==> src/rtl/sprite_pkg.sv <==
// Shared defaults and types for the animated sprite renderer and its palette.
package sprite_pkg;

    localparam int SPR_W_DEF      = 16;
    localparam int SPR_H_DEF      = 16;
    localparam int FRAMES_DEF     = 4;
    localparam int IDX_W_DEF      = 8;
    localparam int TRANSP_IDX_DEF = 0;

    typedef logic [11:0] rgb12_t;

    // Counter width that stays legal when the count range collapses to a single value.
    function automatic int clog2_min1(input int n);
        return (n > 1) ? $clog2(n) : 1;
    endfunction

endpackage

==> src/rtl/sprite_anim_palette.sv <==
// Combinational palette: maps a texel palette index to a 12-bit {r,g,b} colour.
module sprite_anim_palette
    import sprite_pkg::*;
#(
    parameter int IDX_W = IDX_W_DEF
) (
    input  logic [IDX_W-1:0] idx,
    output rgb12_t           rgb
);

    logic [7:0] idx8;

    assign idx8 = 8'(idx);

    // Low nibble drives red and its complement blue; high nibble drives green.
    always_comb begin
        rgb = {idx8[3:0], idx8[7:4], ~idx8[3:0]};
    end

endmodule

==> src/rtl/sprite_anim_renderer.sv <==
// Draws one animated, shift-scaled sprite over a background colour with a 2-cycle
// DrawX/DrawY -> RGB pipeline and positions/animation latched only at frame_start.
module sprite_anim_renderer
    import sprite_pkg::*;
#(
    parameter int SPR_W       = SPR_W_DEF,
    parameter int SPR_H       = SPR_H_DEF,
    parameter int FRAMES      = FRAMES_DEF,
    parameter int SCALE_LOG2  = 1,
    parameter int FRAME_TICKS = 8,
    parameter int IDX_W       = IDX_W_DEF,
    parameter int TRANSP_IDX  = TRANSP_IDX_DEF,
    localparam int ADDR_W     = $clog2(SPR_W * SPR_H * FRAMES)
) (
    input  logic              vga_clk,
    input  logic              reset_n,
    input  logic [9:0]        DrawX,
    input  logic [9:0]        DrawY,
    input  logic              blank,
    input  logic              frame_start,
    input  logic [9:0]        pos_x,
    input  logic [9:0]        pos_y,
    input  logic              mirror_x,
    input  logic              anim_en,
    input  rgb12_t            bg_rgb,
    output logic [ADDR_W-1:0] rom_address,
    input  logic [IDX_W-1:0]  rom_q,
    output logic [3:0]        red,
    output logic [3:0]        green,
    output logic [3:0]        blue,
    output logic              sprite_hit
);

    // SPR_W must be a power of two so row*SPR_W is a concatenation and mirroring is a bit flip.
    localparam int COL_W  = $clog2(SPR_W);
    localparam int ROW_W  = clog2_min1(SPR_H);
    localparam int TICK_W = clog2_min1(FRAME_TICKS);
    localparam int FIDX_W = clog2_min1(FRAMES);

    localparam logic [10:0]       BOX_W      = 11'(SPR_W << SCALE_LOG2);
    localparam logic [10:0]       BOX_H      = 11'(SPR_H << SCALE_LOG2);
    localparam logic [ADDR_W-1:0] FRAME_SIZE = ADDR_W'(SPR_W * SPR_H);
    localparam logic [TICK_W-1:0] TICK_LAST  = TICK_W'(FRAME_TICKS - 1);
    localparam logic [FIDX_W-1:0] FRAME_LAST = FIDX_W'(FRAMES - 1);

    logic [9:0]        shadow_x;
    logic [9:0]        shadow_y;
    logic              shadow_mirror;
    logic [TICK_W-1:0] tick_cnt;
    logic [FIDX_W-1:0] frame_idx;
    logic [ADDR_W-1:0] frame_base;

    logic [10:0]       x_ext;
    logic [10:0]       y_ext;
    logic [10:0]       sx_ext;
    logic [10:0]       sy_ext;
    logic [10:0]       dx;
    logic [10:0]       dy;
    logic              in_box;
    logic [COL_W-1:0]  col_raw;
    logic [COL_W-1:0]  col;
    logic [ROW_W-1:0]  row;
    logic [ADDR_W-1:0] addr_next;

    logic              in_box_d;
    logic              blank_d;
    rgb12_t            palette_rgb;
    rgb12_t            rgb_q;
    logic              hit_q;

    // Everything the frame depends on is latched in vblank, so a frame never mixes two states.
    // frame_base tracks frame_idx*SPR_W*SPR_H incrementally to avoid a multiplier.
    always_ff @(posedge vga_clk) begin
        if (!reset_n) begin
            shadow_x      <= '0;
            shadow_y      <= '0;
            shadow_mirror <= 1'b0;
            tick_cnt      <= '0;
            frame_idx     <= '0;
            frame_base    <= '0;
        end else if (frame_start) begin
            shadow_x      <= pos_x;
            shadow_y      <= pos_y;
            shadow_mirror <= mirror_x;
            if (anim_en) begin
                if (tick_cnt == TICK_LAST) begin
                    tick_cnt <= '0;
                    if (frame_idx == FRAME_LAST) begin
                        frame_idx  <= '0;
                        frame_base <= '0;
                    end else begin
                        frame_idx  <= frame_idx + FIDX_W'(1);
                        frame_base <= frame_base + FRAME_SIZE;
                    end
                end else begin
                    tick_cnt <= tick_cnt + TICK_W'(1);
                end
            end
        end
    end

    // 11-bit window arithmetic: a sprite hanging off the right/bottom edge clips instead of wrapping.
    assign x_ext  = {1'b0, DrawX};
    assign y_ext  = {1'b0, DrawY};
    assign sx_ext = {1'b0, shadow_x};
    assign sy_ext = {1'b0, shadow_y};
    assign dx     = x_ext - sx_ext;
    assign dy     = y_ext - sy_ext;

    assign in_box = (x_ext >= sx_ext) && (x_ext < sx_ext + BOX_W) &&
                    (y_ext >= sy_ext) && (y_ext < sy_ext + BOX_H);

    assign col_raw   = COL_W'(dx >> SCALE_LOG2);
    assign col       = shadow_mirror ? ~col_raw : col_raw;
    assign row       = ROW_W'(dy >> SCALE_LOG2);
    assign addr_next = frame_base + ADDR_W'({row, col});

    // The registered address is the ROM's input register, so rom_q lines up with in_box_d/blank_d.
    always_ff @(posedge vga_clk) begin
        if (!reset_n) begin
            rom_address <= '0;
            in_box_d    <= 1'b0;
            blank_d     <= 1'b0;
        end else begin
            if (in_box) begin
                rom_address <= addr_next;
            end
            in_box_d <= in_box;
            blank_d  <= blank;
        end
    end

    sprite_anim_palette #(
        .IDX_W (IDX_W)
    ) u_palette (
        .idx (rom_q),
        .rgb (palette_rgb)
    );

    always_ff @(posedge vga_clk) begin
        if (!reset_n) begin
            rgb_q <= '0;
            hit_q <= 1'b0;
        end else if (!blank_d) begin
            rgb_q <= '0;
            hit_q <= 1'b0;
        end else if (in_box_d && (rom_q != IDX_W'(TRANSP_IDX))) begin
            rgb_q <= palette_rgb;
            hit_q <= 1'b1;
        end else begin
            rgb_q <= bg_rgb;
            hit_q <= 1'b0;
        end
    end

    assign red        = rgb_q[11:8];
    assign green      = rgb_q[7:4];
    assign blue       = rgb_q[3:0];
    assign sprite_hit = hit_q;

endmodule

==> config.mk <==
export PLATFORM = sky130hd
export DESIGN_NAME = sprite_anim_renderer
export DESIGN_NICKNAME = d
export VERILOG_FILES = /design/src/rtl/sprite_pkg.sv /design/src/rtl/sprite_anim_palette.sv /design/src/rtl/sprite_anim_renderer.sv
export SDC_FILE = /design/constraint.sdc
export NUM_CORES = 1
export LEC_CHECK = 0
export ABC_AREA = 1
export BUFFER_PORTS_ARGS = -buffer_cell sky130_fd_sc_hd__buf_4
export CORE_MARGIN = 4
export CORE_UTILIZATION = 54
export CTS_BUF_LIST = sky130_fd_sc_hd__clkbuf_8
export CTS_CLUSTER_SIZE = 14
export DETAILED_ROUTE_END_ITERATION = 6
export PLACE_DENSITY = 0.79
export SLEW_MARGIN = 25
export SYNTH_ARGS = -nofsm -noshare
export SYNTH_HDL_FRONTEND = slang
export SYNTH_SLANG_ARGS = --single-unit
==> constraint.sdc <==
create_clock -name vga_clk -period 2.35 [get_ports vga_clk]
set_input_delay 0.47 -clock vga_clk [delete_from_list [all_inputs] [get_ports vga_clk]]
set_output_delay 0.47 -clock vga_clk [all_outputs]
set_load 0.05 [all_outputs]
Yosys cells after proc, flatten, opt, wreduce, memory -nomap -nowiden
Index checks and enable logic that the tools add are counted.
{"block": "op_classes", "n_addsub": 8, "n_lt_le_gt_ge": 4, "eq_ne": 2, "mux": 6, "bitwise": 2, "n_reduce_logical": 8}
{"cell": "$add 10x6->11 const B", "n": 2}
{"cell": "$lt 10x11->1", "n": 2}
{"cell": "$ge 10x10->1", "n": 2}
{"cell": "$mux 12", "n": 1}
{"cell": "$add 10x8->10", "n": 1}
{"cell": "$add 10x9->10 const B", "n": 1}
{"cell": "$mux 10", "n": 1}
{"cell": "$sub 5x5->5", "n": 2}
{"cell": "$not 4->4", "n": 2}
{"cell": "$reduce_bool 8->1", "n": 1}
{"cell": "$logic_and 1x1->1", "n": 4}
{"cell": "$mux 4", "n": 1}
{"cell": "$reduce_and 2->1", "n": 2}
{"cell": "$add 3x1->3 const B", "n": 1}
{"cell": "$eq 3x3->1 const B", "n": 1}
{"cell": "$mux 3", "n": 1}
{"cell": "$reduce_and 3->1", "n": 1}
{"cell": "$add 2x1->2 const B", "n": 1}
{"cell": "$eq 2x2->1 const B", "n": 1}
{"cell": "$mux 2", "n": 1}
{"cell": "$mux 1", "n": 1}
{"block": "totals", "register_bits": 61, "out_inout_bits": 23, "wordCells": 41}

Logic depth before layout (Yosys ltp)
Gate-level depths: netlist of run 1.
{"block": "logic_depth", "ltp_word": 5, "mapped_depth": 16}

Cells and area by module
From an unflattened synthesis of run 1, not the netlist that was laid out.
{"block": "hier_totals", "hier_cells": 438, "area_unflattened_um2": 3161.8}
{"module": "sprite_anim_renderer", "n_inst": 1, "cells_each": 426, "area_per_inst_um2": 3086.7}
{"module": "sprite_anim_palette", "n_inst": 1, "cells_each": 12, "area_per_inst_um2": 75.1}

Worst setup path after synthesis of run 1
No wires, ideal clock.
{"block": "synth_timing", "kind": "in2reg", "startpoint": "in DrawX[0]", "endpoint": "reg rom_address[0]", "arrival_ns": 1.802, "t_required_ns": 2.236, "setup_slack_ns": 0.434, "cell_stages": 14, "path_buffers": 0, "cell_sequence": "inv_1 ha_1 inv_1 fa_1 nand3_1 nand3_1 nand2_1 nand2_1 nand2_2 clkinv_1 nand2_4 nor2_8 nor2_1 nor2_1"}
{"block": "synth_via", "elab_chain_len": 4, "elab_cells_between_ends": 9, "classes_between": "add/sub (2); order compare (2); mux (1); bitwise (1); reduce/logical (3)"}
{"item": "from (decl)", "line": "sprite_anim_renderer.sv:17", "text": "input logic [9:0] DrawX,"}
{"item": "$sub 5x5->5 (tied with other cells)", "line": "sprite_anim_renderer.sv:107", "text": "assign dx = x_ext - sx_ext;"}
{"item": "$not 4->4 / $logic_and 1x1->1 (equally long branches)", "line": "sprite_anim_renderer.sv:114, sprite_anim_renderer.sv:110"}
{"item": "$mux 4 / $logic_and 1x1->1 (equally long branches)", "line": "sprite_anim_renderer.sv:114, sprite_anim_renderer.sv:110"}
{"item": "$add 10x8->10 / $logic_and 1x1->1 (equally long branches)", "line": "sprite_anim_renderer.sv:116, sprite_anim_renderer.sv:111"}
{"item": "to (signal assigned)", "line": "sprite_anim_renderer.sv:126", "text": "rom_address <= addr_next;"}
{"item": "to (decl)", "line": "sprite_anim_renderer.sv:26", "text": "output logic [ADDR_W-1:0] rom_address,"}
Several ways; a longest one is shown, not always the timed one.
A chain may end at the register's enable or synchronous reset.

Final worst setup path of run 1
{"block": "layout_timing", "startpoint": "reg shadow_x[6]", "endpoint": "reg rom_address[7]"}
{"block": "layout_via", "elab_chain_len": 5, "elab_cells_between_ends": 6, "classes_between": "add/sub (1); order compare (2); reduce/logical (3)"}
{"item": "from (decl)", "line": "sprite_anim_renderer.sv:46", "text": "logic [9:0] shadow_x;"}
{"item": "from (signal assigned)", "line": "sprite_anim_renderer.sv:82", "text": "shadow_x <= pos_x;"}
{"item": "$add 10x6->11", "line": "sprite_anim_renderer.sv:110", "text": "assign in_box = (x_ext >= sx_ext) && (x_ext < sx_ext + BOX_W) &&"}
{"item": "$lt 10x11->1", "line": "sprite_anim_renderer.sv:110"}
{"item": "$logic_and 1x1->1 (*) (2 in series)", "line": "sprite_anim_renderer.sv:110"}
{"item": "$logic_and 1x1->1 (*)", "line": "sprite_anim_renderer.sv:111", "text": "(y_ext >= sy_ext) && (y_ext < sy_ext + BOX_H);"}
Every way passes the cells marked *; elsewhere a longest branch is shown, timed or not.

==> results of run 1 <==
cell type report:
class	instances	area [sq um]	area share, %
tap	72	90.1	2.28
sequential	53	1060	26.9
inverter	58	218	5.51
clock buffer	5	68.8	1.74
clock inverter	3	18.8	0.475
multi-input combinational	310	1820	46.0
timing repair buffer	90	676	17.1
synthesized netlist by cell type (all sizes together):
cell	instances	area share (%)
nand2	80	11
nor2	75	10
inv	56	6.7
dfxtp	53	34
a21oi	36	6.1
ha	35	14
o21ai	30	4.8
nand3	22	3.5
xor2	9	2.5
clkbuf	7	0.84
xnor2	6	1.7
a211oi	3	0.72
buf	3	0.64
nand4	3	0.60
or2	3	0.60
clkinv	2	0.24
fa	2	1.3
nor3	2	0.32
nor4	2	0.40
a31oi	1	0.20
nand3b	1	0.24
final timing paths:
check,end,slack [ps],depth (start not counted)
setup / recovery,rom_address[7]$_SDFFE_PN0P_,250,13
hold / removal,blank_d$_SDFF_PN0_,340,3
setup reg to reg,rom_address[7]$_SDFFE_PN0P_,250,13
hold reg to reg,shadow_y[3]$_SDFFE_PN0P_,460,2
per-layer routing:
metal  vias to the layer above  wire (microns)  part of all wire (%)  GRT usage (%)
li1                       1553               -                     -              -
met1                      1269            3050                    44           24.1
met2                        70            3350                    49           36.7
met3                         7             395                   5.8           4.24
met4                         0              63                  0.92           4.97
met5                         -               0                     0              0
state kept, by name (all words and copies together) (netlist names):
signal         count
tick_cnt           3
frame_base         2
sprite_hit         1
shadow_mirror      1
rom_address       10
frame_idx          2
rgb_q             12
shadow_y          10
in_box_d           1
blank_d            1
shadow_x          10
critical path: cells and delay by family (launching register included):
family          cells  cell delay (ps)
fa+ha+maj           2              490
xor+xnor            1              160
compound gates      1              120
simple gates        8              780
buf+inv             1               60
flops               1              380
power breakdown:
part | switching [mW] | internal, mW | total [mW]
clock network | 0.308 | 0.206 | 0.514
logic | 0.375 | 0.266 | 0.640
registers | 0.0317 | 0.950 | 0.982
total | 0.714 | 1.42 | 2.14
stage by stage:
| stage | total power [mW] | area, sq um | util (%) | worst slack [ps] |
|---|---|---|---|---|
| 2_1_floorplan | 1.43 | 3130 | - | 434 |
| 3_3_place_gp | 1.63 | 3850 | 69.0 | 184 |
| 3_5_place_dp | 1.64 | 3850 | 69.0 | 143 |
| 4_1_cts | 2.15 | 3940 | 70.6 | 158 |
| 5_1_grt | 2.27 | 3950 | 70.8 | 20.3 |
| 6_report | 2.14 | 3950 | 70.8 | 250 |
cell families (layout without fill, tap and decap cells):
kind of cell	Yosys count	count (layout)	synth area share, %
AOI/OAI and AO/OA	70	70	11.8
xor gates and xnor gates	15	15	4.20
adders and majority gates	37	37	15.3
buffers and inverters	68	156	8.44
DFF	53	53	33.9
and+or+nand+nor	188	188	26.3
==> run summary, run 1 <==
status: completed
# fillers: 492
dpl cells: 583
Vias: 2899
DPL Wire Length: 5.48 mm
layout cells sized above 1: 23.1%
grt total ovfl: 0
max-cap viol count: 0
worst skew pair latency: 310 ps
worst-path fanout max: 10
Cell Rows: 27
Worst Setup End Kind: flop
via/cell ratio: 4.91
Seq cells post-synth: 53
HP Start: blank
Setup TNS: 0 ps
CTS max path bufs: 2
maximum VDD drop: 0.357 mV
postcts setup bufs: 0
Hold Path Class: input port to flop
WP data required: 2560 ps
Fin. Hold Viols: 0
fin crit share: 89.3%
critical path class: flop to flop
CTS tree: yes
Ys Warns: 0
Syn Std Cell Area: 3130 sq um
Non-Filler Instances: 591
Die X: 84.1 microns
critical path's slowest cell: dfxtp_1
Die H: 84.1 microns
Synth Instances: 431
max_slew headroom: 75.8%
Post-CTS Resized: 0
Initial Utilization: 56.1%
wire length of the first global-routing pass: 12.1 mm
Startpoint Class: flop
Slew Viols, Final: 0
RSZ-0062 raised after global routing: no
IO buf count: 88
cts bufs inserted: 5
leakage power total: 1.95 nW
routability cong.: 0.827
Slew @ Worst Pin: 362 ps
post-synth net total: 534
commonest cells after routing, fill and taps aside: buf_4 (90), nand2_1 (70), nor2_1 (68)
die area: 7070 sq um
cts hold-fix bufs: 0
Final setup viols: 0
clk root buf: clkbuf_8
Netlist cell types: 30
post-route minimum period: 2100 ps
GR Util All Layers: 20.2%
drt wl/cell: 11.6 microns
post-route ant nets: 0
CP Launch Point: shadow_x[6]$_SDFFE_PN0P_
reg2reg start: shadow_x[6]$_SDFFE_PN0P_
1st-iter DRT viols: 84
vias in the first global route: 2944
largest net degree at the start of global routing: 40
post-layout net count: 621
crit path DAT: 2310 ps
part of the Yosys area used for sequential elements: 33.9%
synthesized area per cell: 7.26 sq um
f_max: 476 MHz
area delta synth->final: 26.2%
Sinks on Clock Net: 53
Pwr per Cell Area: 541 nW/um^2
max incr delay on CP: 380 ps
Core ar.: 5570 sq um
I/O pins: 89
diode count: 0
antenna violations before repair: 0
htree depth: 2
hold_ws: 344 ps
DRC violations left: 0
CP cell instances: ha_1 -> nand3_1 -> xor2_1 -> ha_1 -> nand3_1 -> a21oi_1 -> nand2_1 -> nor2_4 -> inv_1 -> nand2_2 -> nor2_8 -> nor2_1 -> nor2_1
clock slew at reported path FFs: 100 ps
clk_skew: 7.04 ps
most common cell after layout, fill and taps aside: buf_4
routed wire length: 6.85 mm
1st-pass router iterations: 4
(Power assumes the default switching activity.)
==> run 2: changes to the inputs <==
CORE_MARGIN = unset   (was 4)
PLACE_DENSITY = 0.81   (was 0.79)
==> run 2 against run 1 <==
  * First-iteration DRC count unchanged
  * Register-to-register slack worse by 80 ps
  * Non-clock buffer count down 1
  * Sequential share of layout area about the same
  * Total power up 0.54%
  * Global-route usage up 3.4 points
  * Critical path type unchanged
  * Critical endpoint is now rom_address[9]$_SDFFE_PN0P_
==> run summary, run 2 (synthesis gave the netlist of run 1 again) <==
worst skew pair latency: 310 ps
largest net degree at the start of global routing: 40
max_slew headroom: 77.3%
Sinks on Clock Net: 53
Hold Path Class: input port to flop
Die X: 78.1 microns
crit path DAT: 2390 ps
wire length on met3: 291 microns
M1 WL: 3.00 mm
clock slew at reported path FFs: 90 ps
placed instance area: 3840 sq um
Setup TNS: 0 ps
die area: 6100 sq um
1st-iter DRT viols: 84
commonest cells after routing, fill and taps aside: buf_4 (89), nand2_1 (70), nor2_1 (68)
final instance area: 3940 sq um
grt total ovfl: 0
Biggest register: rgb_q
IO buf count: 88
cts bufs inserted: 5
CTS max path bufs: 2
vias in the first global route: 2730
via/cell ratio: 4.89
fin crit share: 92.8%
diode count: 0
max incr delay on CP: 420 ps
Fin. Hold Viols: 0
Max Used Layer: met4
Slew @ Worst Pin: 341 ps
critical path's slowest cell: dfxtp_1
CP bufs+invs: 1
Power Total: 2.15 mW
critical path class: flop to flop
CTS tree: yes
f_max: 458 MHz
worst-path fanout max: 10
wire length of the first global-routing pass: 11.6 mm
Die H: 78.1 microns
number of flip-flops in the largest register: 12
Cell Rows: 27
post-route ant nets: 0
Initial Utilization: 56.5%
Core ar.: 5540 sq um
most common cell after layout, fill and taps aside: buf_4
leakage power total: 1.95 nW
layout cells sized above 1: 23.0%
hold_ws: 346 ps
delay-heaviest family, CP: simple AND/OR/NAND/NOR gates
Final setup viols: 0
antenna violations before repair: 0
Slew Viols, Final: 0
Worst Setup End Kind: flop
1st-pass router iterations: 5
post-route minimum period: 2180 ps
area delta synth->final: 25.9%
RSZ-0062 raised after global routing: no
status: completed
routed wl met2: 3.33 mm
max-cap viol count: 0
drt wl/cell: 11.4 microns
DPL Wire Length: 5.22 mm
htree depth: 2
CP cell instances: ha_1 -> nand3_1 -> xor2_1 -> ha_1 -> nand3_1 -> a21oi_1 -> nand2_1 -> nor2_2 -> inv_1 -> nand2_2 -> nor2_8 -> nor2_1 -> nor2_1
Startpoint Class: flop
post-layout net count: 620
WP data required: 2560 ps
Post-CTS Resized: 0
I/O pins: 89
clk root buf: clkbuf_8
clk_skew: 9.27 ps
routability cong.: 0.847
GR Util All Layers: 23.5%
Util after Layout: 71.1%
Vias: 2886
maximum VDD drop: 0.292 mV
routed wire length: 6.70 mm
DRC violations left: 0
postcts setup bufs: 0
cts hold-fix bufs: 0
Pwr per Cell Area: 545 nW/um^2
[run 2: cell count changes in the layout (fill, tap and decap cells not counted), sizes merged]
cell / delta
buf: -1
inv: -1
clkinvlp: -2
clkinv: +3
[run 2: worst paths after layout]
check                                         startpoint                     endpoint  slack [ps]  cells past startpoint
worst min-delay path                               blank           blank_d$_SDFF_PN0_         350                      3
worst max register to register  shadow_x[5]$_SDFFE_PN0P_  rom_address[9]$_SDFFE_PN0P_         170                     13
worst min register to register  shadow_x[4]$_SDFFE_PN0P_     shadow_x[4]$_SDFFE_PN0P_         470                      2
worst max-delay path            shadow_x[5]$_SDFFE_PN0P_  rom_address[9]$_SDFFE_PN0P_         170                     13
[run 2: power by group]
part | switching, mW | total (mW) | internal [mW]
clock network | 0.313 | 0.525 | 0.212
logic | 0.377 | 0.641 | 0.264
registers | 0.0327 | 0.983 | 0.950
total | 0.722 | 2.15 | 1.43
[run 2: final cells by class]
cell class | count | area (sq um)
Multi-Input combinational cell | 310 | 1810
Fill cell | 482 | 1600
Sequential cell | 53 | 1060
Timing Repair Buffer | 89 | 668
Inverter | 58 | 218
Tap cell | 72 | 90.1
Clock buffer | 5 | 68.8
Clock inverter | 3 | 22.5
[run 2: per-layer routing]
| layer | global-route usage (%) | vias to the layer above |
|---|---|---|
| met5 | 0 | - |
| met4 | 6.30 | 0 |
| met3 | 3.95 | 7 |
| met2 | 44.3 | 69 |
| met1 | 27.2 | 1262 |
| li1 | - | 1548 |
[run 2: worst reg2reg max path: cells and delay by family, from the launching register on]
kind | cells | cell delay, ps
buffers and inverters | 1 | 70
AO/OA/AOI/OAI | 1 | 120
flip-flops | 1 | 420
AND/OR/NAND/NOR | 8 | 810
adder cells (fa/ha/maj) | 2 | 500
XOR/XNOR | 1 | 160
[run 2: stage by stage]
stage / instances / setup slack, ps
after global placement: 582 / 184
after global routing: 590 / 2.12
after CTS: 590 / 172
after floorplan: 431 / 434
after detailed placement: 582 / 161
final: 590 / 168
